==> src/rtl/seq_scan_ctrl_pkg.sv <==
`default_nettype none
// ============================================================================
// Module   : seq_scan_ctrl_pkg
// Purpose  : Shared encodings and helpers for the seq_scan_ctrl block:
//            controller state encoding, default 1010 pattern and the width
//            function used for the per-word hit counter.
// Ports    : none (package)
// Revision : 1.0 - initial release
// ============================================================================
package seq_scan_ctrl_pkg;

    typedef enum logic [1:0] {
        ST_IDLE  = 2'b00,
        ST_SHIFT = 2'b01,
        ST_DONE  = 2'b10
    } state_e;

    localparam logic [3:0] PAT_1010 = 4'b1010;

    // Bits needed to hold a hit count in the range 0..data_w.
    function automatic int count_width(input int data_w);
        return $clog2(data_w + 1);
    endfunction

endpackage : seq_scan_ctrl_pkg
`default_nettype wire

==> src/rtl/seq_scan_ctrl_pattern_window.sv <==
`default_nettype none
// ============================================================================
// Module   : seq_scan_ctrl_pattern_window
// Purpose  : Bit-serial pattern window. Holds the last PAT_W consumed bits and
//            a saturating fill count, and flags a hit when the window (after
//            taking the current bit) is full and equals PAT.
// Ports    : clk, rst (async, active-low)
//            shift_en - consume cur this cycle
//            cur      - bit being consumed
//            clear    - empty the window (new unchained word)
//            overlap  - 1: matched bits may be reused, 0: restart after hit
//            hit      - combinational: this cycle's consume completes a match
// Revision : 1.0 - initial release
// ============================================================================
module seq_scan_ctrl_pattern_window
    import seq_scan_ctrl_pkg::*;
#(
    parameter int               PAT_W = 4,
    parameter logic [PAT_W-1:0] PAT   = PAT_1010
) (
    input  logic clk,
    input  logic rst,
    input  logic shift_en,
    input  logic cur,
    input  logic clear,
    input  logic overlap,
    output logic hit
);

    localparam int              FILL_W    = $clog2(PAT_W + 1);
    localparam logic [FILL_W-1:0] FILL_FULL = FILL_W'(PAT_W);

    logic [PAT_W-1:0]  window_q;
    logic [PAT_W-1:0]  window_d;
    logic [PAT_W-1:0]  window_n;
    logic [FILL_W-1:0] fill_q;
    logic [FILL_W-1:0] fill_d;
    logic [FILL_W-1:0] fill_n;

    always_comb begin
        window_n = {window_q[PAT_W-2:0], cur};
        fill_n   = (fill_q == FILL_FULL) ? FILL_FULL : fill_q + 1'b1;
        hit      = shift_en && (fill_n == FILL_FULL) && (window_n == PAT);

        window_d = window_q;
        fill_d   = fill_q;
        if (clear) begin
            window_d = '0;
            fill_d   = '0;
        end else if (shift_en) begin
            window_d = window_n;
            // Non-overlap: emptying the fill count guarantees the next hit
            // needs PAT_W fresh bits; the window contents no longer matter.
            fill_d   = (hit && !overlap) ? '0 : fill_n;
        end
    end

    always_ff @(posedge clk or negedge rst) begin
        if (!rst) begin
            window_q <= '0;
            fill_q   <= '0;
        end else begin
            window_q <= window_d;
            fill_q   <= fill_d;
        end
    end

endmodule : seq_scan_ctrl_pattern_window
`default_nettype wire

==> src/rtl/seq_scan_ctrl.sv <==
`default_nettype none
// ============================================================================
// Module   : seq_scan_ctrl
// Purpose  : Accepts a DATA_W-bit word on a start/ready handshake and shifts
//            it MSB-first, one bit per clock, through a pattern window,
//            reporting per-bit hit strobes and a per-word hit count.
// Ports    : clk, rst (async, active-low)
//            start, data_i, overlap_i, chain_i - request and word options,
//                                                sampled on the accept edge
//            ready_o - idle, busy_o - shifting, bit_o - bit being consumed
//            hit_o   - one cycle per completed match
//            done_o  - one-cycle pulse after the last bit
//            count_o - hits in the current/last word
// Revision : 1.0 - initial release
// ============================================================================
module seq_scan_ctrl
    import seq_scan_ctrl_pkg::*;
#(
    parameter int               DATA_W = 8,
    parameter int               PAT_W  = 4,
    parameter logic [PAT_W-1:0] PAT    = PAT_1010
) (
    input  logic                             clk,
    input  logic                             rst,
    input  logic                             start,
    input  logic [DATA_W-1:0]                data_i,
    input  logic                             overlap_i,
    input  logic                             chain_i,
    output logic                             ready_o,
    output logic                             busy_o,
    output logic                             bit_o,
    output logic                             hit_o,
    output logic                             done_o,
    output logic [count_width(DATA_W)-1:0]   count_o
);

    localparam int                CNT_W    = count_width(DATA_W);
    localparam int                IDX_W    = $clog2(DATA_W);
    localparam logic [IDX_W-1:0]  LAST_IDX = IDX_W'(DATA_W - 1);

    state_e             state_q;
    logic [DATA_W-1:0]  sreg_q;
    logic [IDX_W-1:0]   idx_q;
    logic [CNT_W-1:0]   count_q;
    logic               overlap_q;
    logic               ready_q;
    logic               busy_q;
    logic               hit_q;
    logic               done_q;

    logic               accept;
    logic               shift_en;
    logic               win_clear;
    logic               win_hit;

    assign accept    = (state_q == ST_IDLE) && start;
    assign shift_en  = (state_q == ST_SHIFT);
    // chain_i only matters at the accept edge, so it is used directly
    // there rather than latched.
    assign win_clear = accept && !chain_i;

    seq_scan_ctrl_pattern_window #(
        .PAT_W (PAT_W),
        .PAT   (PAT)
    ) u_window (
        .clk      (clk),
        .rst      (rst),
        .shift_en (shift_en),
        .cur      (sreg_q[DATA_W-1]),
        .clear    (win_clear),
        .overlap  (overlap_q),
        .hit      (win_hit)
    );

    always_ff @(posedge clk or negedge rst) begin
        if (!rst) begin
            state_q   <= ST_IDLE;
            sreg_q    <= '0;
            idx_q     <= '0;
            count_q   <= '0;
            overlap_q <= 1'b0;
            ready_q   <= 1'b1;
            busy_q    <= 1'b0;
            hit_q     <= 1'b0;
            done_q    <= 1'b0;
        end else begin
            hit_q  <= 1'b0;
            done_q <= 1'b0;
            case (state_q)
                ST_IDLE: begin
                    if (start) begin
                        state_q   <= ST_SHIFT;
                        ready_q   <= 1'b0;
                        busy_q    <= 1'b1;
                        sreg_q    <= data_i;
                        idx_q     <= '0;
                        count_q   <= '0;
                        overlap_q <= overlap_i;
                    end
                end
                ST_SHIFT: begin
                    sreg_q <= {sreg_q[DATA_W-2:0], 1'b0};
                    idx_q  <= idx_q + 1'b1;
                    // At most one hit per consumed bit, so count_q cannot
                    // pass DATA_W and needs no saturation.
                    if (win_hit) begin
                        hit_q   <= 1'b1;
                        count_q <= count_q + 1'b1;
                    end
                    if (idx_q == LAST_IDX) begin
                        state_q <= ST_DONE;
                        busy_q  <= 1'b0;
                        done_q  <= 1'b1;
                    end
                end
                ST_DONE: begin
                    state_q <= ST_IDLE;
                    ready_q <= 1'b1;
                end
                default: begin
                    state_q <= ST_IDLE;
                    ready_q <= 1'b1;
                    busy_q  <= 1'b0;
                end
            endcase
        end
    end

    assign ready_o = ready_q;
    assign busy_o  = busy_q;
    assign bit_o   = sreg_q[DATA_W-1];
    assign hit_o   = hit_q;
    assign done_o  = done_q;
    assign count_o = count_q;

endmodule : seq_scan_ctrl
`default_nettype wire

==> config.mk <==
export PLATFORM = sky130hd
export DESIGN_NAME = seq_scan_ctrl
export DESIGN_NICKNAME = d
export VERILOG_FILES = /design/src/rtl/seq_scan_ctrl_pkg.sv /design/src/rtl/seq_scan_ctrl_pattern_window.sv /design/src/rtl/seq_scan_ctrl.sv
export SDC_FILE = /design/constraint.sdc
export NUM_CORES = 1
export LEC_CHECK = 0
export CAP_MARGIN = 20
export CORE_ASPECT_RATIO = 0.75
export CORE_UTILIZATION = 30
export CTS_CLUSTER_DIAMETER = 100
export DETAILED_ROUTE_END_ITERATION = 12
export PLACE_DENSITY = 0.5
export SLEW_MARGIN = 20
export SYNTH_ARGS = -nofsm -noshare
export SYNTH_HDL_FRONTEND = slang
export SYNTH_HIERARCHICAL = 1
export SYNTH_SLANG_ARGS = --single-unit
==> constraint.sdc <==
create_clock -name clk -period 6.5 [get_ports clk]
set_input_delay 1.3 -clock clk [delete_from_list [all_inputs] [get_ports clk]]
set_output_delay 1.3 -clock clk [all_outputs]
set_load 0.01 [all_outputs]
# Word level (Yosys, flattened, before mapping)
# Index checks and enable logic that the tools add are counted.
# W data, S select, Z words.
# classes
addsub	3
n_eq_ne	9
n_mux	25
bitwise_logic	2
n_reduce_logical	16
# ops
op	count
$mux W3	7
$pmux W8 S2	1
$eq A3 B3 Y1 const B	3
$mux W4	2
$mux W8	1
$pmux W4 S2	1
$reduce_and A2 Y1	4
$mux W1	7
$add A3 B1 Y3 const B	2
$ne A2 B2 Y1 const B	3
$pmux W3 S2	1
$reduce_and A3 Y1	2
$logic_and A1 B1 Y1	5
$add A4 B1 Y4 const B	1
$eq A4 B4 Y1 const B	1
$mux W2	2
$pmux W2 S2	1
$reduce_bool A2 Y1	2
$pmux W1 S3	1
$eq A2 B1 Y1 const B	1
$eq A2 B2 Y1 const B	1
$logic_not A1 Y1	2
$logic_not A2 Y1	1
$not A1 Y1	2
$pmux W1 S2	1
# word_totals
regBits	28
output_inout_bits	9
elab_cells	66

# Depth between registers and ports, before layout
# Gate-level depths: netlist of run 1.
# depth
ltp_word	9
mapped_depth	9
depth_no_buf	8

# By module
# Netlist of run 1, hierarchy kept.
# modules_own_cells
module	instances	cells_each	area_each_um2	seq_area_each_um2
seq_scan_ctrl	1	91	1099.8	551.8
seq_scan_ctrl_pattern_window	1	35	341.6	150.1

# Worst setup path after synthesis of run 1
# No wires, ideal clock.
# synth_timing
path_type	flip-flop to flip-flop
startpoint	register u_window.fill_q[0]
endpoint	register count_q[2], in the netlist count_o[2]
arrival_ns	2.016
t_required_ns	6.379
setup_slack_ns	4.363
stages_incl_launch_ff	8
period_less_slack_ns	2.137
cell_sequence	dfrtp_1 > inv_1 > ha_1 > o21a_1 > nor4_1 > nand2_1 > mux2_4 > a22o_1
# synth_via
elab_chain_len	7
word_cells_on_any_way	8
cone_classes	add/sub (1); eq/ne (3); mux (1); reduce/logical (3)
# synth_rtl
element	line	text
start: declaration	seq_scan_ctrl_pattern_window.sv:36	logic [FILL_W-1:0] fill_q;
start signal: assignment	seq_scan_ctrl_pattern_window.sv:64	fill_q <= fill_d;
$add A3 B1 Y3 / $eq A3 B3 Y1 (equally long branches)	seq_scan_ctrl_pattern_window.sv:42	fill_n = (fill_q == FILL_FULL) ? FILL_FULL : fill_q + 1'b1;
$mux W3 (*)	seq_scan_ctrl_pattern_window.sv:42	
$eq A3 B3 Y1 (*)	seq_scan_ctrl_pattern_window.sv:43	hit = shift_en && (fill_n == FILL_FULL) && (window_n == PAT);
$logic_and A1 B1 Y1 (*) (2 in series)	seq_scan_ctrl_pattern_window.sv:43	
via win_hit	seq_scan_ctrl.sv:54	logic win_hit;
$ne A2 B2 Y1 (no source line) (*)	--	
$reduce_and A3 Y1 (no source line) (*)	--	
end signal: assignment	seq_scan_ctrl.sv:108	count_q <= count_q + 1'b1;
end: declaration	seq_scan_ctrl.sv:44	logic [CNT_W-1:0] count_q;
# The timed path passes the listed nets; every way through them passes the cells marked *.
# A chain may end at the register's enable or synchronous reset.

# Final worst setup path of run 1
# layout_timing
startpoint	register state_q[0]
endpoint	register count_q[2], in the netlist count_o[2]
# layout_via
elab_chain_len	5
word_cells_on_any_way	9
cone_classes	eq/ne (3); mux (1); reduce/logical (5)
# layout_rtl
element	line	text
start: declaration	seq_scan_ctrl.sv:41	state_e state_q;
start signal: assignment	seq_scan_ctrl.sv:77	state_q <= ST_IDLE;
start signal: assignment	seq_scan_ctrl.sv:92	state_q <= ST_SHIFT;
start signal: assignment	seq_scan_ctrl.sv:111	state_q <= ST_DONE;
$eq A2 B1 Y1	seq_scan_ctrl.sv:57	assign shift_en = (state_q == ST_SHIFT);
via shift_en	seq_scan_ctrl.sv:52	logic shift_en;
$logic_and A1 B1 Y1 (2 in series)	seq_scan_ctrl_pattern_window.sv:43	
via win_hit	seq_scan_ctrl.sv:54	
$ne A2 B2 Y1 (no source line)	--	
$reduce_and A3 Y1 (no source line)	--	
# The timed path passes the listed nets, and every way through them passes these cells.

==> results.json, run 1 <==
{
  "outcome": "complete, no violations",
  "vias": 968,
  "maxCapViolations": 0,
  "worstPathRequired_ps": 6670,
  "grt_pass1_vias": 986,
  "cts_root_buf": "clkbuf_8",
  "slowest_delay_ps": 930,
  "crit_chain": "nand2_4, inv_2, nand2_1, nor4_1, nand2_1, mux2_4, a22o_1",
  "rsz0062_at_grt": "no",
  "place_hpwl_mm": 1.92,
  "worst_clock_skew_ps": 7.57,
  "period_share_pct": 43.9,
  "dp_slack_ps": 3580,
  "hold_buffers": 0,
  "syn_to_final_growth_pct": 21.3,
  "final-setup-viol-count": 0,
  "r2r_end": "count_o[2]",
  "hold_path_end": "ready_o",
  "vias_per_cell": 4.77,
  "post-route-min-period_ps": 2850,
  "antenna_found_initial": 0,
  "path_buf_inv": 1,
  "layout-drive-gt1-share_pct": 21.2,
  "drt_iter0_markers": 23,
  "cp_top_family": "simple AND/OR/NAND/NOR gates",
  "dr.pass1.iters": 4,
  "clk_path_buf_depth": 2,
  "clock_latency_ps": 280,
  "ys_types": 40,
  "cts_sinks": 28,
  "die_y_um": 62.0,
  "cts_made_buffers": 3,
  "grt_overflow": 0,
  "grt_pass1_wl_mm": 4.69,
  "cp-end-kind": "flip-flop",
  "synth_area_leaders": "dfrtp_1 47%, a22oi_2 6.1%, ha_1 4.3%",
  "coreArea_um2": 4550,
  "synthCells": 126,
  "routedWlPerCell_um": 13.3,
  "grt_use_total_pct": 12.5,
  "syn-num-nets": 144,
  "cts-resized-gates": 0,
  "setup_ws_ps": 3650,
  "p_leak_nw": 0.755,
  "max_slew_margin_pct": 41.6,
  "initial_core_util_pct": 31.7,
  "synth_top_area_share_pct": 46.9,
  "power_density_nw_per_um2": 409,
  "worst-endpoint-arrival_ps": 3030,
  "cp_common_cell": "nand2_1",
  "routed_wl_mm": 2.71,
  "fp-row-count": 21,
  "critPathMaxFanout": 17,
  "ir_worst_vdd_uv": 137,
  "r2r_slack_ps": 3650,
  "cts_tree": "built",
  "critPathSlowestCell": "dfrtp_1",
  "r2r_start": "state_q[0]",
  "portBuffers": 21,
  "die_width_um": 82.0,
  "ant_nets": 0,
  "cts_max_level": 1,
  "power.total_mw": 0.714,
  "yosysWarnings": 6,
  "fin_nets": 165,
  "yosys.area.top_type": "dfrtp_1",
  "holdCritStartpoint": "ready_o",
  "diodes": 0,
  "synth_area_per_cell_um2": 11.4,
  "max_freq_ghz": 0.350,
  "synth_area_um2": 1440,
  "cp-start-kind": "flip-flop",
  "setup_tns_ps": 0,
  "slew_viol_final": 0,
  "pin_count": 22,
  "ff2ff_path_depth": 7,
  "final-hold-violation-count": 0,
  "tightest_slew_ps": 876,
  "min_path_type": "flip-flop to flip-flop",
  "clkTransAtPathRegs_ps": 100,
  "ys_ff_latch": 28,
  "drc": 0,
  "ys_seq_area_share_pct": 48.7,
  "grt_max_degree": 29,
  "min_delay_path_depth": 2,
  "gp_congestion": 0.737,
  "fp.dieArea_um2": 5090,
  "post_cts_buffers": 0,
  "crit_type": "flip-flop to flip-flop"
}
cell type report:
cell class                      instances  area [um2]
Fill cell                             432        2800
Sequential cell                        28         702
Multi-Input combinational cell         84         656
Clock inverter                          1        30.0
Inverter                                8        30.0
Clock buffer                            3        41.3
Timing Repair Buffer                   22         218
Tap cell                               57        71.3
cells in the mapped netlist:
master	n
a21oi_2	1
nand3_1	3
o22ai_2	1
o21ai_2	7
nand2b_1	3
nor2_1	7
mux2i_1	4
o21bai_4	1
or2_1	1
nand4_1	1
inv_2	2
a21oi_1	4
nor2_2	1
inv_1	6
nand2_1	14
a22o_1	5
mux2_4	2
ha_1	5
o21a_1	1
dfrtp_1	27
nand2_4	1
buf_4	2
o22ai_1	1
o21ai_0	1
buf_2	1
o31a_1	1
buf_6	3
and2_1	1
nor3_1	2
a32o_1	1
and4b_1	1
or3b_1	1
dfstp_2	1
o21ai_1	1
a22oi_2	7
o311ai_0	1
nor4_1	1
nand3b_1	1
nand2b_4	1
nor2b_4	1
registers in the layout, indices dropped and copies added (netlist names):
name,cells
u_window/window_q,3
busy_o,1
state_q,2
ready_o,1
hit_o,1
count_o,4
u_window/fill_q,3
idx_q,3
done_o,1
overlap_q,1
sreg_q,8
per-stage QoR:
stage	std cells	hold WS, ps	utilization (%)	area (um2)
6_report	203	474	38.5	1750
5_1_grt	203	521	38.5	1750
4_1_cts	203	476	38.5	1750
3_5_place_dp	199	460	36.9	1680
3_3_place_gp	199	478	36.9	1680
2_1_floorplan	126	450	-	1440
per-layer routing:
metal	share of wire (%)	vias to the layer above	track usage (%)
met4	0.74	0	3.01
met2	47	18	20.2
met1	49	463	16.9
met5	0	-	0
met3	3.2	2	3.07
li1	-	485	-
power by group:
| group | internal, mW | switching, mW |
|---|---|---|
| Sequential | 0.239 | 0.0720 |
| Clock | 0.0825 | 0.0552 |
| Combinational | 0.142 | 0.124 |
tightest hold or removal path: cells and delay by family, from the launching register on:
kind,cells,cell delay (ps)
DFF,1,390
and+or+nand+nor,2,90
placed cells by master, fill, tap and decap left out, types with 2 or more instances in the layout:
master,n
clkdlybuf4s50_1,21
nand3_1,3
ha_1,5
a22oi_2,7
nor3_1,2
o21ai_2,7
mux2i_1,4
a22o_1,5
inv_1,6
nor2_1,7
nand2_1,14
clkbuf_8,3
inv_2,2
mux2_4,2
a21oi_1,4
nand2b_1,3
dfrtp_1,27
kinds of logic (layout without fill, tap and decap cells):
| group | after synthesis | in the layout | synth area share (%) |
|---|---|---|---|
| buffers and inverters | 14 | 34 | 5.82 |
| and+or+nand+nor | 40 | 40 | 15.2 |
| muxes | 6 | 6 | 4.86 |
| AOI/OAI and AO/OA | 33 | 33 | 21.1 |
| DFF | 28 | 28 | 48.7 |
| adders and majority gates | 5 | 5 | 4.34 |
worst max-delay path by stage:
stage | slack (ps) | startpoint | end | cells past startpoint
3_5_place_dp | 3580 | start | u_window/fill_q[2] | 5
2_1_floorplan | 4360 | u_window/fill_q[0] | count_o[2] | 7
5_1_grt | 3330 | state_q[0] | count_o[2] | 7
3_3_place_gp | 3680 | start | u_window/fill_q[2] | 5
6_report | 3650 | state_q[0] | count_o[2] | 7
4_1_cts | 3660 | state_q[0] | count_o[2] | 7
Note: power is estimated with default switching activity, not from simulation.
==> inputs of run 2 (changes only) <==
==> constraint.sdc (replaced) <==
create_clock -name clk -period 3 [get_ports clk]
set_input_delay 0.6 -clock clk [delete_from_list [all_inputs] [get_ports clk]]
set_output_delay 0.6 -clock clk [all_outputs]
set_load 0.01 [all_outputs]
==> run 2 against run 1 <==
Global-route usage rose by 0.068 points; sequential power rose by 100%; clock-buffer cell count rose by 1; clock power rose by 70%; first-iteration DRC count rose by 100%; register-to-register slack got worse by 2700 ps; largest cell class unchanged; largest power group is now combinational logic.
==> results.json, run 2 (synthesis gave the netlist of run 1 again) <==
{
  "max_slew_margin_pct": 50.2,
  "coreArea_um2": 4550,
  "drc": 0,
  "ant_nets": 0,
  "crit_type": "flip-flop to flip-flop",
  "gp_congestion": 0.701,
  "syn_to_final_growth_pct": 21.7,
  "grt_pass1_wl_mm": 4.65,
  "fp.dieArea_um2": 5090,
  "crit_chain": "inv_1, ha_1, o21a_1, nor4_1, buf_4, nand2_1, mux2_4, a22o_1",
  "slowest_delay_ps": 390,
  "routed_wl_mm": 2.87,
  "post-route-min-period_ps": 2010,
  "fin_nets": 168,
  "r2r_slack_ps": 990,
  "cp_top_family": "flip-flops",
  "ff2ff_path_depth": 8,
  "portBuffers": 21,
  "largest_reg_flops": 8,
  "drt_iter0_markers": 47,
  "pin_count": 22,
  "worstPathRequired_ps": 3170,
  "cts_root_buf": "clkbuf_8",
  "ir_worst_vdd_uv": 338,
  "place_hpwl_mm": 2.02,
  "final-setup-viol-count": 0,
  "final_cell_mix": "27 x dfrtp_1, 21 x clkdlybuf4s50_1, 14 x nand2_1",
  "grt_pass1_vias": 963,
  "setup_tns_ps": 0,
  "slew_viol_final": 0,
  "p_leak_nw": 0.763,
  "tightest_slew_ps": 741,
  "min_path_type": "flip-flop to flip-flop",
  "rsz0062_at_grt": "no",
  "routedWlPerCell_um": 13.9,
  "cts-resized-gates": 0,
  "final-hold-violation-count": 0,
  "dp.cells": 202,
  "maxCapViolations": 0,
  "final_common_cell": "dfrtp_1",
  "setup_ws_ps": 988,
  "clock_latency_ps": 270,
  "vias_per_cell": 4.93,
  "top_register": "sreg_q",
  "period_share_pct": 67.1,
  "clkTransAtPathRegs_ps": 100,
  "grt_use_total_pct": 12.5,
  "grt_overflow": 0,
  "cp.depth": 8,
  "max_freq_ghz": 0.497,
  "worst_clock_skew_ps": 8.13,
  "critPathSlowestCell": "dfrtp_1",
  "cp-end-kind": "flip-flop",
  "antenna_found_initial": 0,
  "post_cts_buffers": 0,
  "grt_max_degree": 29,
  "cts_max_level": 1,
  "critPathMaxFanout": 6,
  "dp_slack_ps": 751,
  "cp-start-kind": "flip-flop",
  "worst-endpoint-arrival_ps": 2180,
  "power_density_nw_per_um2": 858,
  "cts_sinks": 28,
  "final_cells": 206,
  "path_buf_inv": 2,
  "fp-row-count": 21,
  "min_delay_path_depth": 2,
  "hold_buffers": 0,
  "layout-drive-gt1-share_pct": 22.8,
  "outcome": "complete, no violations",
  "initial_core_util_pct": 31.7,
  "cts_tree": "built",
  "fillers": 452,
  "die_width_um": 82.0,
  "vias": 1016,
  "cts_made_buffers": 3,
  "dr.pass1.iters": 4,
  "die_y_um": 62.0,
  "clk_path_buf_depth": 2,
  "diodes": 0
}
==> run 2: final timing paths <==
| kind | from | endpoint |
|---|---|---|
| min in group asynchronous | rst | state_q[1] |
| max in group asynchronous | rst | ready_o |
| min reg2reg | ready_o | ready_o |
| max reg2reg | u_window/fill_q[0] | count_o[2] |
| min | ready_o | ready_o |
| max | u_window/fill_q[0] | count_o[2] |
==> run 2: power by group <==
group / switching, mW / internal [mW] / total, mW / leakage [nW]
clock: 0.117 / 0.117 / 0.234 / 0.0288
combinational: 0.332 / 0.318 / 0.651 / 0.378
sequential: 0.102 / 0.519 / 0.621 / 0.356
==> run 2: metal layers <==
metal	track usage (%)	vias to the layer above	wire length, um
met4	2.26	0	20
met2	20.7	18	1310
met1	16.7	499	1410
met3	3.65	2	122
li1	-	497	-
met5	0	-	0
==> run 2: through the flow <==
step | util [%] | power (mW) | hold slack, ps | area (um2)
final | 38.6 | 1.51 | 478 | 1750
after global routing | 38.6 | 1.61 | 497 | 1750
after CTS | 38.6 | 1.52 | 490 | 1750
after detailed placement | 37.4 | 1.29 | 473 | 1700
after global placement | 37.4 | 1.26 | 476 | 1700
after floorplan | - | 1.12 | 304 | 1440
==> run 2: final cells by class <==
cell class              count  area [um2]  share of cell area (%)
multi-input cells          84         656                    37.4
inverters                   8        30.0                    1.71
clock buffers               4        55.1                    3.14
well taps                  57        71.3                    4.07
flip-flops and latches     28         702                    40.0
repair buffers             25         240                    13.7
==> run 2: worst reg2reg max path, delay by kind of cell, from the launching register on <==
| kind | cells | cell delay (ps) |
|---|---|---|
| buf+inv | 2 | 260 |
| mux | 1 | 290 |
| compound gates | 2 | 370 |
| flops | 1 | 390 |
| simple gates | 2 | 290 |
| fa+ha+maj | 1 | 320 |
